[src/rtl/bus_select_arb.sv]
// N-to-1 channel selector with a one-entry registered output stage.
// Channels are picked by the select input (MODE=0) or by round-robin arbitration (MODE=1).
module bus_select_arb #(
    parameter int WIDTH = 16,
    parameter int SEL_W = 2,
    parameter int MODE  = 0
) (
    input  logic                            clk,
    input  logic                            rst_n,
    input  logic [(2**SEL_W)*WIDTH-1:0]     in_data,
    input  logic [(2**SEL_W)-1:0]           in_valid,
    output logic [(2**SEL_W)-1:0]           in_ready,
    input  logic [SEL_W-1:0]                select,
    output logic [WIDTH-1:0]                out_data,
    output logic                            out_valid,
    input  logic                            out_ready,
    output logic [SEL_W-1:0]                out_sel
);

    localparam int NUM_IN = 2**SEL_W;

    typedef enum logic {
        EMPTY = 1'b0,
        FULL  = 1'b1
    } state_t;

    state_t             state;
    state_t             state_nxt;
    logic [SEL_W-1:0]   ptr;
    logic [SEL_W-1:0]   grant;
    logic [SEL_W-1:0]   idx;
    logic               found;
    logic               can_accept;
    logic               any_valid;
    logic               xfer;

    assign out_valid  = (state == FULL);
    assign can_accept = !out_valid | out_ready;
    assign any_valid  = |in_valid;

    // Round-robin search starts one past the last winner; the final step
    // (k = NUM_IN) wraps back onto ptr itself so a lone requester always wins.
    always_comb begin
        grant = select;
        found = 1'b0;
        idx   = '0;
        if (MODE == 1) begin
            grant = '0;
            for (int k = 1; k <= NUM_IN; k++) begin
                idx = ptr + SEL_W'(k);
                if (!found && in_valid[idx]) begin
                    grant = idx;
                    found = 1'b1;
                end
            end
        end
    end

    // rst_n gates in_ready so no handshake is offered while reset is held.
    always_comb begin
        in_ready = '0;
        if (rst_n && can_accept && (MODE == 0 || any_valid)) begin
            in_ready[grant] = 1'b1;
        end
    end

    assign xfer = in_valid[grant] & in_ready[grant];

    always_comb begin
        state_nxt = state;
        if (xfer) begin
            state_nxt = FULL;
        end else if (out_ready) begin
            state_nxt = EMPTY;
        end
    end

    always_ff @(posedge clk or negedge rst_n) begin
        if (!rst_n) begin
            state <= EMPTY;
        end else begin
            state <= state_nxt;
        end
    end

    always_ff @(posedge clk or negedge rst_n) begin
        if (!rst_n) begin
            out_data <= '0;
            out_sel  <= '0;
        end else if (xfer) begin
            out_data <= in_data[grant*WIDTH +: WIDTH];
            out_sel  <= grant;
        end
    end

    // Reset value NUM_IN-1 gives channel 0 first priority after reset.
    always_ff @(posedge clk or negedge rst_n) begin
        if (!rst_n) begin
            ptr <= SEL_W'(NUM_IN - 1);
        end else if (MODE == 1 && xfer) begin
            ptr <= grant;
        end
    end

endmodule

[config.mk]
export PLATFORM = sky130hd
export DESIGN_NAME = bus_select_arb
export DESIGN_NICKNAME = d
export VERILOG_FILES = /design/src/rtl/bus_select_arb.sv
export SDC_FILE = /design/constraint.sdc
export NUM_CORES = 1
export LEC_CHECK = 0
export ABC_CLOCK_PERIOD_IN_PS = 1900
export BUFFER_PORTS_ARGS = -buffer_cell sky130_fd_sc_hd__buf_2
export CAP_MARGIN = 10
export CORE_MARGIN = 4
export CORE_UTILIZATION = 42
export DETAILED_ROUTE_END_ITERATION = 6
export MAX_ROUTING_LAYER = met4
export PLACE_DENSITY = 0.94
export REMOVE_ABC_BUFFERS = 1
export SYNTH_ARGS = -nofsm -noshare
export SYNTH_HDL_FRONTEND = slang
export SYNTH_SLANG_ARGS = --single-unit
export TNS_END_PERCENT = 20
[constraint.sdc]
create_clock -name clk -period 1.9 [get_ports clk]
set_input_delay 0.285 -clock clk [delete_from_list [all_inputs] [get_ports clk]]
set_output_delay 0.285 -clock clk [all_outputs]
set_load 0.02 [all_outputs]
# Yosys cells after proc, flatten, opt, wreduce, memory -nomap -nowiden

Cells that the tools add are included.

Word-level logic and storage cells: 21
Bits in registers: 19
Bits of input ports: 73
Output and inout port bits: 23

Shifts and indexed selects: 1
Magnitude comparators: 2
Muxes and demuxes: 9
Reduce and logical (&&, ||, !) cells: 4
Bitwise gates (word level): 2

Operators with widths:

| operator                                            | count |
|---|---|
| indexed part select 64 x 7 -> 16 bit                | 1 |
| two-way mux 1 bit                                   | 5 |
| binary-select mux 1 bit (select 2 bit)              | 2 |
| two-way mux 4 bit                                   | 1 |
| < comparator 2 x 3 -> 1 bit, second input constant  | 1 |
| demux 1 bit (select 2 bit)                          | 1 |
| >= comparator 2 x 1 -> 1 bit, second input constant | 1 |
| logical AND 1 bit                                   | 2 |
| nonzero test 2 bit                                  | 1 |
| bitwise AND 1 bit                                   | 1 |
| logical NOT 1 bit                                   | 1 |
| bitwise OR 1 bit                                    | 1 |

# Longest topological paths before layout

Depth in word-level cells: 9
Depth in mapped cells: 4
Depth with buffers taken out: 3

# Worst setup path after synthesis

No wires, ideal clock.

Path type: input to register
From: input select[0]
To: register out_data[10]
Path buffers: 1
Data required time: 1.772 ns
Setup slack: 0.373 ns
Stages on the path: 4
Data arrival time: 1.399 ns
Cell sequence: mux4_2 -> nand3_4 -> buf_6 -> mux2_1

Word-level cells in the longest chain between the ends: 8
Elaborated cells on any way between the ends: 12

RTL lines:

| element                                                                                           | line | source |
|---|---|---|
| from (decl)                                                                                       | 13   | `input logic [SEL_W-1:0] select,` |
| < comparator 2 x 3 -> 1 bit (not written as such) or >= comparator 2 x 1 -> 1 bit (tied branches) | 63   | `in_ready[grant] = 1'b1;` |
| logical AND 1 bit (not written as such)                                                           | 63   |  |
| two-way mux 1 bit (not written as such)                                                           | 63   |  |
| demux 1 bit (select 2 bit)                                                                        | 63   |  |
| two-way mux 4 bit                                                                                 | 62   | `if (rst_n && can_accept && (MODE == 0 \|\| any_valid)) begin` |
| binary-select mux 1 bit (select 2 bit)                                                            | 67   | `assign xfer = in_valid[grant] & in_ready[grant];` |
| two-way mux 1 bit (not written as such)                                                           | 67   |  |
| bitwise AND 1 bit                                                                                 | 67   |  |
| to (signal assigned)                                                                              | 91   | `out_data <= in_data[grant*WIDTH +: WIDTH];` |
| to (decl)                                                                                         | 14   | `output logic [WIDTH-1:0] out_data,` |

Several ways; a longest one is shown, not always the timed one. The select of a mux whose other input is x is not followed.
A chain may end at the register's enable or synchronous reset.

# Worst setup path after layout

From: input rst_n
To: output in_ready[2]

Word-level cells in the longest chain between the ends: 2

RTL lines:

| element           | line | source |
|---|---|---|
| from (decl)       | 9    | `input logic rst_n,` |
| logical AND 1 bit | 62   |  |
| two-way mux 4 bit | 62   |  |
| to (decl)         | 12   | `output logic [(2**SEL_W)-1:0] in_ready,` |

No other way between the ends.

==> flow_summary.yaml <==
run_status:
  run_status: "completed"
critical_path:
  capturing_point_of_the_worst_reg2reg_path: "out_data[11]"
  cp.required_ps: 1620
  crit_fanout: 13
  cp_num_buf_inv: 3
  worstRegToRegCells: 3
  endpoint_kind: "output pin"
  start_kind: "input port"
  slowest_cell_on_the_critical_path: "dlygate4sd3_1"
  cp_cell_sequence: "dlygate4sd3_1 -> buf_4 -> nand2_1 -> nor3_1 -> buf_2"
  critPathTopFamily: "buffers and inverters"
  setup.worst_path.class: "in -> out"
  setup.reg_to_reg.worst_slack_ps: 470
  cp_slowest_stage_delay_ps: 530
  r2r-start: "out_valid"
  arrival_ps: 1440
hold_path:
  hold_path.class: "in -> async"
drt:
  route.detailed.drc: 0
  total_wirelength_um: 3610
  wl_per_cell_um: 17.9
  postRouteAntennaNets: 0
  drt-vias-per-instance: 5.45
  via_count: 1100
  count_of_routing_violations_after_the_opening_detailed_route_iteration: 30
  dr.pass1.iters: 4
cells_and_area:
  sequential_cell_area_um2: 475
  diodes: 0
  fin_util_pct: 67.6
  area_delta_synth_final_pct: 46.9
  nNetsFinal: 246
  most_common_cell_after_layout_fill_and_taps_aside: "buf_2"
  drive_above_1_share_pct: 76.7
  final_cell_mix: "94 x buf_2, 19 x dfrtp_1, 17 x mux4_2"
  fillerInstances: 200
  area_occupied_by_multi_input_gates_um2: 673
sta:
  tightestPinTransition_ps: 287
  layout_min_cycle_time_ps: 1730
  hold_viol_final: 0
  post-route-period-util_pct: 91.1
  fin_tns_setup_ps: 0
  finalSetupViolations: 0
  grt_setup_unrepaired: "no"
  slew_margin_rel_pct: 80.8
  max_clock_freq_ghz: 0.578
  final.hold.worst_slack_ps: 360
  report.final.slew_viol_count: 0
  final.setup_skew_ps: 3.78
floorplan:
  boundaryPins: 96
  initial_utilization_pct: 46.0
  dieHeight_um: 61.0
  die_width_um: 61.0
  core_um2: 2570
  rows: 18
  fp.dieArea_um2: 3720
clocking:
  h_tree_levels: 1
  clockBufferDepth: 2
  clock_latency_ps: 300
  clk_root_buffer_cell: "clkbuf_4"
  clock-sinks: 19
  tritoncts: "done"
  cts_inserted_buffers: 3
  clkTransAtPathRegs_ps: 120
run:
  max-cap-violations: 0
grt:
  grt_max_degree: 19
  grt_overflow_total: 0
  grtUsageTotal_pct: 21.5
  antenna_found_initial: 0
  first_global_vias: 1213
  grt_pass1_wl_um: 5480
power:
  power.leakage_uw: 0.000867
  max-vdd-ir-drop_mv: 0.595
  power_density_nw_per_um2: 785
logic_synthesis:
  mappedNetlistArea_um2: 1180
  synth_compound_area_share_pct: 1.48
  synthDistinctLibCells: 16
  muxShareOfSynthArea_pct: 50.5
  seq_area_frac_synth_pct: 40.3
  synthAdderAreaFrac_pct: 0
  synth_xor_xnor_area_share_pct: 0
  post_synthesis_simple_gate_area_fraction_pct: 4.98
  synth_area_per_cell_um2: 16.2
  postSynthRegisterBits: 19
  postSynthCellCount: 73
  synth_top_family_by_area: "multiplexers"
  yosys_warnings: 0
place:
  hpwlAfterDp_um: 3060
  port_buffers: 95
  gp_routability_congestion: 0.774
-- per-layer routing --
metal  GRT usage (%)  share of wire (%)  routed length (um)
met1            19.7                 32                1150
met2            42.6                 58                2080
met3            4.61                7.8                 280
met4            7.43                2.7                  96
met5               -                  0                   0
-- registers in the layout, summed over array words and instances, names as in the netlist --
| signal | cells |
|---|---|
| out_valid | 1 |
| out_data | 16 |
| out_sel | 2 |
-- through the flow --
step	std cells	cell area [um^2]	power (uW)	setup WS, ps
after floorplan	68	1150	897	398
after global placement	197	1700	1130	245
after detailed placement	197	1700	1170	195
after CTS	202	1730	1380	64.4
after global routing	202	1740	1430	63.1
final	202	1740	1360	170
-- synth_stat cells --
master | count | share of area (%)
a22o_1 | 1 | 0.74
a31o_2 | 1 | 0.74
buf_2 | 2 | 0.85
buf_6 | 1 | 0.95
clkbuf_1 | 2 | 0.64
dfrtp_1 | 19 | 40
inv_1 | 1 | 0.32
mux2_1 | 9 | 8.6
mux2_2 | 10 | 9.5
mux4_2 | 17 | 32
nand2_1 | 2 | 0.64
nand2b_1 | 1 | 0.53
nand3_1 | 2 | 0.85
nand3_4 | 1 | 1.5
nor2_1 | 2 | 0.64
nor3_1 | 2 | 0.85
-- logic make-up after synthesis --
group                  Yosys count
flip-flops                      19
AND/OR/NAND/NOR                 10
buffers and inverters            6
AO/OA/AOI/OAI                    2
multiplexers                    36
-- power breakdown --
| group | internal, uW | leakage [uW] | switching (uW) |
|---|---|---|---|
| clock | 78.3 | 0.0000177 | 131 |
| sequential | 513 | 0.000222 | 55.3 |
| combinational | 275 | 0.000627 | 309 |
| total | 866 | 0.000867 | 496 |
-- worst max-delay path by stage --
stage / endpoint / from / cells past startpoint / slack (ps)
floorplan: in_ready[0] / out_valid / 3 / 400
global placement: out_data[3] / select[0] / 4 / 240
detailed placement: out_data[11] / select[0] / 4 / 190
CTS: in_ready[2] / rst_n / 5 / 60
global route: in_ready[0] / rst_n / 5 / 60
finish: in_ready[2] / rst_n / 5 / 170
-- layout make-up --
cell class                      instances  area share, %
Clock inverter                          1          0.288
Timing Repair Buffer                  100           29.8
Inverter                                1          0.216
Sequential cell                        19           27.4
Tap cell                               30           2.16
Multi-Input combinational cell         48           38.8
Clock buffer                            3           1.30
-- timing repair --
| item | 4_1_cts | 5_1_grt |
|---|---|---|
| buffers inserted | 0 | 0 |
| gates resized for setup | 0 | 2 |
| hold endpoints to repair | 7 | 0 |
| endpoints found under the setup margin | 0 | 4 |
| hold buffers | 1 | 0 |
No activity file was read; power rests on OpenSTA's default activity.
